--- src/rtl/sample_pkg.sv ---
// Shared types and helpers for the run-length sample compressor.
package sample_pkg;

  typedef enum logic [1:0] {
    INIT,
    SINGLE,
    RUN,
    RECOVER
  } state_t;

  // Continuation marker: all ones across the run counter width.
  function automatic logic [63:0] marker_value(input int cntw);
    return (64'd1 << cntw) - 64'd1;
  endfunction

endpackage

--- src/rtl/sample_rle_stream_if.sv ---
// Sample input and tagged-word output streams of the run-length compressor.
interface sample_rle_stream_if #(
  parameter int W    = 16,
  parameter int IDXW = 40
) ();

  logic [W-1:0]    in_data;
  logic            in_valid;
  logic            in_ready;
  logic [W-1:0]    out_data;
  logic [IDXW-1:0] out_index;
  logic            out_first;
  logic            out_valid;
  logic            out_ready;

  modport master (
    output in_data, in_valid, out_ready,
    input  in_ready, out_data, out_index, out_first, out_valid
  );

  modport slave (
    input  in_data, in_valid, out_ready,
    output in_ready, out_data, out_index, out_first, out_valid
  );

endinterface

--- src/rtl/sample_fifo.sv ---
// Small synchronous FIFO; the head is read straight from storage flops and
// forced to zero while empty so the output bus idles at zero.
module sample_fifo #(
  parameter int WIDTH = 8,
  parameter int DEPTH = 4
) (
  input  logic             clk,
  input  logic             rst,
  input  logic             clear,
  input  logic             push,
  input  logic [WIDTH-1:0] push_data,
  input  logic             pop,
  output logic [WIDTH-1:0] head_data,
  output logic             full,
  output logic             empty
);

  localparam int AW = (DEPTH > 1) ? $clog2(DEPTH) : 1;

  logic [WIDTH-1:0] mem [DEPTH];
  logic [AW-1:0]    wr_ptr;
  logic [AW-1:0]    rd_ptr;
  logic [AW:0]      count;
  logic             do_push;
  logic             do_pop;

  assign full      = (count == (AW+1)'(DEPTH));
  assign empty     = (count == '0);
  assign do_push   = push && !full;
  assign do_pop    = pop && !empty;
  assign head_data = empty ? '0 : mem[rd_ptr];

  always_ff @(posedge clk or posedge rst) begin
    if (rst) begin
      wr_ptr <= '0;
      rd_ptr <= '0;
      count  <= '0;
    end else if (clear) begin
      wr_ptr <= '0;
      rd_ptr <= '0;
      count  <= '0;
    end else begin
      if (do_push) wr_ptr <= wr_ptr + AW'(1);
      if (do_pop)  rd_ptr <= rd_ptr + AW'(1);
      case ({do_push, do_pop})
        2'b10:   count <= count + (AW+1)'(1);
        2'b01:   count <= count - (AW+1)'(1);
        default: count <= count;
      endcase
    end
  end

  always_ff @(posedge clk) begin
    if (do_push) mem[wr_ptr] <= push_data;
  end

endmodule

--- src/rtl/sample_rle_stream.sv ---
// Run-length compressor: literals, run counts and continuation markers, each
// tagged with a sample index and a first-of-page flag, buffered in a FIFO.
module sample_rle_stream
  import sample_pkg::*;
#(
  parameter int W        = 16,
  parameter int CNTW     = 16,
  parameter int PAGE_LOG = 15,
  parameter int IDXW     = 40,
  parameter int DEPTH    = 4
) (
  input  logic                clk,
  input  logic                rst,
  input  logic                clear,
  sample_rle_stream_if.slave  bus,
  output logic                overflow_error
);

  typedef struct packed {
    logic            first;
    logic [IDXW-1:0] index;
    logic [W-1:0]    data;
  } entry_t;

  localparam logic [63:0]     MARKER_FULL = marker_value(CNTW);
  localparam logic [W-1:0]    MARKER      = MARKER_FULL[W-1:0];
  localparam logic [CNTW-1:0] CNT_LAST    = CNTW'(MARKER_FULL - 64'd1);

  state_t              state_q, state_d;
  logic [CNTW-1:0]     cnt_q, cnt_d;
  logic [IDXW-1:0]     index_q;
  logic [IDXW-1:0]     run_idx_q, run_idx_d;
  logic [IDXW-1:0]     rec_idx_q, rec_idx_d;
  logic [W-1:0]        last_q;
  logic [PAGE_LOG-1:0] page_q;
  logic                first_pend_q;
  logic                overflow_q;

  logic                accept, drop, same, end_page;
  logic                full, empty, push, pop;
  logic [W-1:0]        push_word;
  logic [IDXW-1:0]     push_idx;
  entry_t              push_entry, head_entry;

  assign bus.in_ready = (state_q != RECOVER) && !full;
  assign accept       = bus.in_valid && bus.in_ready;
  assign drop         = bus.in_valid && !bus.in_ready;
  assign same         = (bus.in_data == last_q);
  assign end_page     = &page_q;

  always_comb begin
    state_d   = state_q;
    cnt_d     = cnt_q;
    run_idx_d = run_idx_q;
    rec_idx_d = rec_idx_q;
    push      = 1'b0;
    push_word = bus.in_data;
    push_idx  = index_q;
    case (state_q)
      INIT: begin
        if (accept) begin
          push    = 1'b1;
          state_d = end_page ? INIT : SINGLE;
        end
      end
      SINGLE: begin
        if (accept) begin
          push = 1'b1;
          if (end_page) begin
            state_d = INIT;
          end else if (same) begin
            state_d   = RUN;
            cnt_d     = '0;
            run_idx_d = index_q + IDXW'(1);
          end
        end
      end
      RUN: begin
        if (accept && same) begin
          if (cnt_q == CNT_LAST) begin
            push      = 1'b1;
            push_word = MARKER;
            push_idx  = (cnt_q == '0) ? index_q : run_idx_q;
            cnt_d     = '0;
            run_idx_d = index_q + IDXW'(1);
            if (end_page) state_d = INIT;
          end else begin
            if (cnt_q == '0) run_idx_d = index_q;
            cnt_d = cnt_q + CNTW'(1);
          end
        end else if (accept) begin
          push      = 1'b1;
          push_word = W'(cnt_q);
          push_idx  = run_idx_q;
          rec_idx_d = index_q;
          state_d   = RECOVER;
        end
      end
      RECOVER: begin
        // The sample that broke the run is already in last_q; emit it once space exists.
        if (!full) begin
          push      = 1'b1;
          push_word = last_q;
          push_idx  = rec_idx_q;
          state_d   = end_page ? INIT : SINGLE;
        end
      end
      default: state_d = INIT;
    endcase
  end

  always_comb begin
    push_entry       = '0;
    push_entry.first = first_pend_q;
    push_entry.index = push_idx;
    push_entry.data  = push_word;
  end

  always_ff @(posedge clk or posedge rst) begin
    if (rst) begin
      state_q      <= INIT;
      cnt_q        <= '0;
      index_q      <= '0;
      page_q       <= '0;
      first_pend_q <= 1'b1;
      overflow_q   <= 1'b0;
    end else if (clear) begin
      state_q      <= INIT;
      cnt_q        <= '0;
      index_q      <= '0;
      page_q       <= '0;
      first_pend_q <= 1'b1;
      overflow_q   <= 1'b0;
    end else begin
      state_q <= state_d;
      cnt_q   <= cnt_d;
      // Dropped samples still advance the index so tags keep the time base.
      if (bus.in_valid) index_q <= index_q + IDXW'(1);
      if (drop)         overflow_q <= 1'b1;
      if (push) begin
        page_q       <= page_q + PAGE_LOG'(1);
        first_pend_q <= end_page;
      end
    end
  end

  always_ff @(posedge clk) begin
    if (accept) last_q <= bus.in_data;
    run_idx_q <= run_idx_d;
    rec_idx_q <= rec_idx_d;
  end

  assign pop = !empty && bus.out_ready;

  sample_fifo #(
    .WIDTH ($bits(entry_t)),
    .DEPTH (DEPTH)
  ) u_fifo (
    .clk       (clk),
    .rst       (rst),
    .clear     (clear),
    .push      (push),
    .push_data (push_entry),
    .pop       (pop),
    .head_data (head_entry),
    .full      (full),
    .empty     (empty)
  );

  assign bus.out_valid  = !empty;
  assign bus.out_data   = head_entry.data;
  assign bus.out_index  = head_entry.index;
  assign bus.out_first  = head_entry.first;
  assign overflow_error = overflow_q;

endmodule
--- src/flat_wrapper.sv ---
// flat-port wrapper written by rule: the top's interface ports become plain ports
module sample_rle_stream_flat import sample_pkg::*;
#(
  parameter int W        = 16,
  parameter int CNTW     = 16,
  parameter int PAGE_LOG = 15,
  parameter int IDXW     = 40,
  parameter int DEPTH    = 4
)
  (clk, rst, clear, overflow_error, bus_in_data, bus_in_valid, bus_out_ready, bus_in_ready, bus_out_data, bus_out_index, bus_out_first, bus_out_valid);
  sample_rle_stream_if #(.W(W), .IDXW(IDXW)) bus_i ();
  input  logic clk;
  input  logic rst;
  input  logic clear;
  output logic overflow_error;
  input wire logic [$bits(bus_i.in_data)-1:0] bus_in_data;
  input wire logic [$bits(bus_i.in_valid)-1:0] bus_in_valid;
  input wire logic [$bits(bus_i.out_ready)-1:0] bus_out_ready;
  output wire logic [$bits(bus_i.in_ready)-1:0] bus_in_ready;
  output wire logic [$bits(bus_i.out_data)-1:0] bus_out_data;
  output wire logic [$bits(bus_i.out_index)-1:0] bus_out_index;
  output wire logic [$bits(bus_i.out_first)-1:0] bus_out_first;
  output wire logic [$bits(bus_i.out_valid)-1:0] bus_out_valid;
  assign bus_i.in_data = bus_in_data;
  assign bus_i.in_valid = bus_in_valid;
  assign bus_i.out_ready = bus_out_ready;
  assign bus_in_ready = bus_i.in_ready;
  assign bus_out_data = bus_i.out_data;
  assign bus_out_index = bus_i.out_index;
  assign bus_out_first = bus_i.out_first;
  assign bus_out_valid = bus_i.out_valid;
  sample_rle_stream #(.W(W), .CNTW(CNTW), .PAGE_LOG(PAGE_LOG), .IDXW(IDXW), .DEPTH(DEPTH)) u_core (.clk(clk), .rst(rst), .clear(clear), .bus(bus_i), .overflow_error(overflow_error));
endmodule
--- config.mk ---
export PLATFORM = sky130hd
export DESIGN_NAME = sample_rle_stream_flat
export DESIGN_NICKNAME = d
export VERILOG_FILES = /design/src/rtl/sample_pkg.sv /design/src/rtl/sample_rle_stream_if.sv /design/src/rtl/sample_fifo.sv /design/src/rtl/sample_rle_stream.sv /design/src/flat_wrapper.sv
export SDC_FILE = /design/constraint.sdc
export NUM_CORES = 1
export LEC_CHECK = 0
export ABC_AREA = 1
export CORE_ASPECT_RATIO = 1.4
export CORE_UTILIZATION = 48
export DETAILED_ROUTE_END_ITERATION = 10
export PLACE_DENSITY = 0.64
export SLEW_MARGIN = 40
export SYNTH_ARGS = -nofsm -noshare
export SYNTH_HDL_FRONTEND = slang
export SYNTH_SLANG_ARGS = --single-unit
--- constraint.sdc ---
create_clock -name clk -period 12.6 [get_ports clk]
set_input_delay 1.89 -clock clk [delete_from_list [all_inputs] [get_ports clk]]
set_output_delay 1.89 -clock clk [all_outputs]
set_load 0.02 [all_outputs]
==> qor.yml, run 1 <==
synth_top_family_by_area: "simple AND/OR/NAND/NOR gates"
worst_setup_path_start_kind: "flop"
global_route_wire_length_before_repair_mm: 89.0
numCtsBuffers: 40
routed_wl_mm: 57.7
cts_buffer_depth: 3
slew_headroom_pct: 43.9
clkSinkCount: 406
antenna-diode-count: 0
dr.pass1.iters: 6
postSynthCellCount: 2281
placement_rows: 89
clock_latency_ns: 0.55
dieArea_um2: 43800
pin_count_of_the_biggest_net_entering_global_routing: 116
power.density_cell_area_nw_per_um2: 182
yosys.area.top_type_share_pct: 47.2
post_synthesis_mean_instance_area_um2: 9.04
internal_pwr_total_mw: 2.79
leading_post_synthesis_cells_by_cell_area: "edfxtp_1 (47%), dfrtp_1 (9.8%), o21ai_0 (8.0%), nor2_1 (7.5%), nand2_1 (6.0%)"
floorplan.core_area_um2: 42300
synth_area_in_compound_gates_pct: 14.6
globalplace.congestion: 0.936
globalRoute.totalOverflow: 0
final.setup.tns_ns: 0
timing_max_transition_violations_final: 0
postSynth.asyncResetShare_pct: 20.2
io-pin-count: 81
vias: 16719
crit_type: "flop to output pin"
tritoncts: "done"
synthesis.nets: 2316
synth_seq_cells: 406
skew_ns: 0.0158
hold_path_class: "flop to flop"
yosys.area_share.simple_pct: 19.4
sequential_power_share_pct: 41.4
min_period_over_period_pct: 40.7
critical_path.max_fanout: 86
cts-htree-levels: 2
synth.cell_area_um2: 20600
place.detailed.hpwl_mm: 35.0
hold_viol_final: 0
post_dp_cell_area_um2: 21900
final_core_utilization_pct: 54.9
required_ns: 10.71
dieWidth_um: 177
post_synth_fa_ha_maj_area_fraction_pct: 0.885
post_route_cells_drive_above_1_share_pct: 6.34
postCtsHoldBufs: 0
sequential_area_share_after_synthesis_pct: 57.1
p_switching_mw: 1.45
yosys_warning_total: 0
clk_pin_slew_worst_paths_ns: 0.06
grt_antenna_before_repair: 0
post_cts_resize_count: 0
clkPwrFrac_pct: 28.9
maxCapViolCount: 0
grt_usage_pct: 26.6
cp_data_arrival_time_ns: 3.24
cts_setup_buffers: 0
die-height_um: 247
most_instantiated_library_cell_after_synthesis: "nor2_1"
drtIter0Drc: 1429
endpoint_kind_of_the_worst_setup_timing_path: "output pin"
final_nets: 2339
finalSetupViolations: 0
rsz0062_at_grt: "no"
placedCellCount: 2807
timing_worst_slew_pin_value_ns: 0.836
route.detailed.wl_per_inst_um: 20.0
synthDominantAreaCellType: "edfxtp_1"
initial_utilization_pct: 48.8
layout.cells.non_filler: 2879
area_growth_pct: 12.6
via_per_instance_ratio: 5.81
cts_root_buffer: "clkbuf_16"
post_synth_num_cell_types: 46
final_min_period_ns: 5.13
first_global_vias: 16027
synth_edf_count: 324
final_cell_area_um2: 23200
result_of_the_run: "finished, final reports clean"
drt_drc_violations_left: 0
synth_xor_xnor_area_share_pct: 1.44
static-leakage-power_nw: 8.51
drt.antenna.violating_nets: 0
fmaxAchievable_ghz: 0.195
buffer_ports.inserted: 80
vdd_ir_drop_max_v: 0.000126
p_sw_share_pct: 34.1
power.share.combinational_pct: 29.6
synth.area.mux_share_pct: 0.873
netlist_top_cells_count: "nor2_1 (412), o21ai_0 (331), nand2_1 (328), edfxtp_1 (324), inv_1 (158)"
dominantRegCellSynth: "edfxtp_1"
==> worst paths after layout <==
check	start	endpoint	slack, ns	depth (start not counted)
setup / recovery	u_core.u_fifo.rd_ptr[0]	bus_out_index[15]	7.47	6
hold / removal	u_core.index_q[7]	u_core.rec_idx_q[7]	0.46	0
setup reg to reg	u_core.state_q[0]	u_core.u_fifo.mem[3][40]	8.66	9
hold reg to reg	u_core.index_q[7]	u_core.rec_idx_q[7]	0.46	0
max in group asynchronous	rst	u_core.index_q[28]	9.89	4
min in group asynchronous	rst	u_core.page_q[11]	1.73	2
==> layer usage <==
| metal | vias to the layer above | GRT usage [%] | wire [µm] |
|---|---|---|---|
| met1 | 8124 | 32.6 | 23400 |
| li1 | 7874 | - | - |
| met5 | - | 0 | 0 |
| met2 | 588 | 45.8 | 28500 |
| met3 | 133 | 4.14 | 3500 |
| met4 | 0 | 11.9 | 2220 |
==> flip-flops by register name, summed over array words and instances, names as in the netlist <==
register and flops:
u_core.cnt_q 16, u_core.first_pend_q 1, u_core.index_q 40, u_core.last_q 16, u_core.overflow_error 1, u_core.page_q 15, u_core.rec_idx_q 40, u_core.run_idx_q 40
u_core.state_q 2, u_core.u_fifo.count 3, u_core.u_fifo.mem 228, u_core.u_fifo.rd_ptr 2, u_core.u_fifo.wr_ptr 2
==> worst max-delay path: stages, from the launching register on <==
cell	delay [ns]
dfrtp_4	0.72
buf_6	0.57
nor2_1	0.11
nor2_1	0.10
o21ai_0	0.09
a21oi_1	0.34
clkdlybuf4s50_1	0.69
==> layout by cell type (no fill, tap or decap), drive strengths merged <==
cell type      synthesis  final
a211oi                 1      1
a21oi                144    144
a22oi                 13     13
a31oi                  1      1
buf                   33     24
bufinv                 0      6
clkbuf                90     47
clkdlybuf4s50          0     80
clkinv                 7     20
clkinvlp               0      4
dfrtp                 81     81
dfstp                  1      1
edfxtp               324    324
fa                     1      1
ha                    13     13
inv                  170    171
mux2i                 18     18
nand2                336    336
nand3                 93     93
nand4                 33     33
nor2                 422    422
nor3                  39     39
nor3b                  2      2
nor4                  12     12
o21ai                358    358
o21bai                16     16
o22ai                 33     33
o31ai                  3      3
or2                    3      3
xnor2                  2      2
xor2                  32     32
==> through the flow <==
stage	power, mW	hold slack, ns	setup WS, ns
global placement	3.01	0.436	7.15
global route	4.43	0.476	7.34
detailed placement	3.03	0.434	7.27
finish	4.24	0.458	7.47
floorplan	2.52	0.425	7.05
CTS	4.26	0.449	7.47
==> power by group through the flow <==
stage               clock network [mW]  logic (mW)  registers (mW)
floorplan                            0       0.767            1.76
global placement                     0        1.24            1.77
detailed placement                   0        1.25            1.78
CTS                               1.24        1.26            1.75
global route                      1.30        1.37            1.77
finish                            1.23        1.26            1.76
==> cells by family after synthesis <==
group | after synthesis
AOI/OAI and AO/OA | 569
and+or+nand+nor | 940
adders and majority gates | 14
muxes | 18
xor gates and xnor gates | 34
DFF | 406
buffers and inverters | 300
==> cell type report <==
type                    count  area, µm²
well taps                 546        683
multi-input cells        1575       7740
flip-flops and latches    406      11800
clock inverters            24        275
repair buffers            104       1020
inverters                 177        673
clock buffers              47       1050
fillers                  3744      19100
(Power assumes the default switching activity.)
==> run 2, diff against run 1 <==
clock period = 5.2 ns   (was 12.6 ns; I/O delays follow)
==> run 2 against run 1 <==
  * Setup slack got worse by 6.5 ns
  * Flip-flop and latch count unchanged
  * Clock power increased by 130%
  * Via count decreased by 0.57%
  * Critical path depth unchanged
  * Wire length decreased by 1.1%
  * Clock skew increased by 0.0050 ns
  * Cell count increased by 0.35%
  * Hold slack improved by 0.0092 ns
  * Register-to-register slack got worse by 7.0 ns
  * First-iteration DRC count increased by 3.2%
  * Global-route usage decreased by 0.061 points
==> qor.yml, run 2 (synthesized netlist as in run 1, its figures left out) <==
hold_viol_final: 0  # unchanged
cts-htree-levels: 2  # unchanged
timing_worst_slew_pin_value_ns: 0.836  # -0.000188 ns
max_flop_register: "u_core.u_fifo.mem"
grt_antenna_before_repair: 0  # unchanged
first_global_vias: 16128  # +0.63%
final.setup.tns_ns: 0  # unchanged
initial_utilization_pct: 48.8  # unchanged
globalplace.congestion: 0.915  # -2.2%
cts_root_buffer: "clkbuf_16"
area_growth_pct: 12.5
antenna-diode-count: 0  # unchanged
routed_wl_mm: 57.0  # -1.1%
post_cts_resize_count: 0  # unchanged
io-pin-count: 81  # unchanged
endpoint_kind_of_the_worst_setup_timing_path: "output pin"
post_dp_cell_area_um2: 21900  # +0.28%
required_ns: 4.42  # -6.29 ns
layout.filler_cells: 3740  # -0.11%
final_common_cell: "nor2_1"
postCtsHoldBufs: 0  # unchanged
hold_path_class: "flop to flop"
grt_usage_pct: 26.5  # -0.061 points
min_period_over_period_pct: 81.1
timing_max_transition_violations_final: 0  # unchanged
place.detailed.hpwl_mm: 35.2  # +0.42%
power.density_cell_area_nw_per_um2: 435  # +140%
crit_type: "flop to output pin"
cts_buffer_depth: 3  # unchanged
tritoncts: "done"
placement_rows: 89  # unchanged
final_nets: 2346  # +0.30%
via_per_instance_ratio: 5.75  # -0.91%
post_route_cells_drive_above_1_share_pct: 6.79  # +0.44 points
numCtsBuffers: 40  # unchanged
static-leakage-power_nw: 8.52  # +0.20%
cts_setup_buffers: 0  # unchanged
drtIter0Drc: 1475  # +3.2%
finalSetupViolations: 0  # unchanged
final_cell_area_um2: 23200  # -0.11%
most-common-layout-cells: "nor2_1 (405), o21ai_0 (331), nand2_1 (328)"
drt.antenna.violating_nets: 0  # unchanged
dieArea_um2: 43800  # unchanged
fmaxAchievable_ghz: 0.237
buffer_ports.inserted: 80  # unchanged
clk_pin_slew_worst_paths_ns: 0.06  # about the same
dr.pass1.iters: 5  # -1
clkSinkCount: 406  # unchanged
floorplan.core_area_um2: 42300  # unchanged
final_min_period_ns: 4.22
drt_drc_violations_left: 0  # unchanged
die-height_um: 247  # unchanged
route.detailed.wl_per_inst_um: 19.7  # -1.5%
maxCapViolCount: 0  # unchanged
pin_count_of_the_biggest_net_entering_global_routing: 81  # -30%
dieWidth_um: 177  # unchanged
fin_worst_hold_slack_ns: 0.467  # +0.00921 ns
vdd_ir_drop_max_v: 0.000231  # +84%
vias: 16624  # -0.57%
result_of_the_run: "finished, final reports clean"
rsz0062_at_grt: "no"
global_route_wire_length_before_repair_mm: 89.4  # +0.40%
clock_latency_ns: 0.56  # about the same
pre_cts_slack_ns: 1.42  # -5.86 ns
globalRoute.totalOverflow: 0  # unchanged
total_power_mw: 10.1  # +140%
worst_setup_path_start_kind: "flop"
final.setup.worst_slack_ns: 0.984  # -6.48 ns
largest_reg_flops: 228  # unchanged
cp_data_arrival_time_ns: 3.44  # +0.20 ns
slew_headroom_pct: 44.3  # +0.36 points
skew_ns: 0.0208  # +0.00502 ns
critical_path.max_fanout: 67  # -22%
==> run 2: critical path, stage by stage, from the launching register on <==
cell and delay (ns):
dfrtp_4 0.92, buf_4 0.58, nor2_1 0.10, nor2_1 0.10
o21ai_0 0.11, a21oi_1 0.36, clkdlybuf4s50_1 0.69
==> run 2: path summary, 6_finish.rpt <==
check / start / to / slack (ns) / cells after the start
max: u_core.u_fifo.rd_ptr[0] / bus_out_index[7] / 0.98 / 6
min: u_core.index_q[7] / u_core.rec_idx_q[7] / 0.47 / 0
max reg2reg: u_core.state_q[0] / u_core.u_fifo.mem[1][39] / 1.68 / 11
min reg2reg: u_core.index_q[7] / u_core.rec_idx_q[7] / 0.47 / 0
max in group asynchronous: rst / u_core.index_q[38] / 3.49 / 3
min in group asynchronous: rst / u_core.state_q[0] / 0.63 / 2
==> run 2: report_power, final <==
group,switching [mW],total [mW],internal (mW),leakage (nW)
Clock,1.27,2.79,1.52,0.605
Sequential,0.215,4.28,4.07,4.19
Combinational,2.04,3.01,0.973,3.73
Total,3.52,10.1,6.56,8.52
==> run 2: cell type report <==
| class | count | area (µm²) | area share [%] |
|---|---|---|---|
| clock buffer | 51 | 1060 | 4.58 |
| clock inverter | 23 | 188 | 0.809 |
| inverter | 177 | 673 | 2.90 |
| multi-input combinational | 1575 | 7730 | 33.3 |
| sequential | 406 | 11800 | 50.8 |
| tap | 546 | 683 | 2.94 |
| timing repair buffer | 111 | 1080 | 4.66 |
==> run 2: metrics by stage <==
stage	cells	utilization, %
global route	2889	54.8
floorplan	2281	-
finish	2889	54.8
CTS	2888	54.8
global placement	2814	51.8
detailed placement	2814	51.8
==> run 2: routing by layer <==
metal	GRT usage (%)	part of all wire [%]	up-vias
li1	-	-	7889
met1	33.4	42	7990
met2	45.1	49	612
met3	3.78	6.0	133
met4	11.5	3.7	0
met5	0	0	-
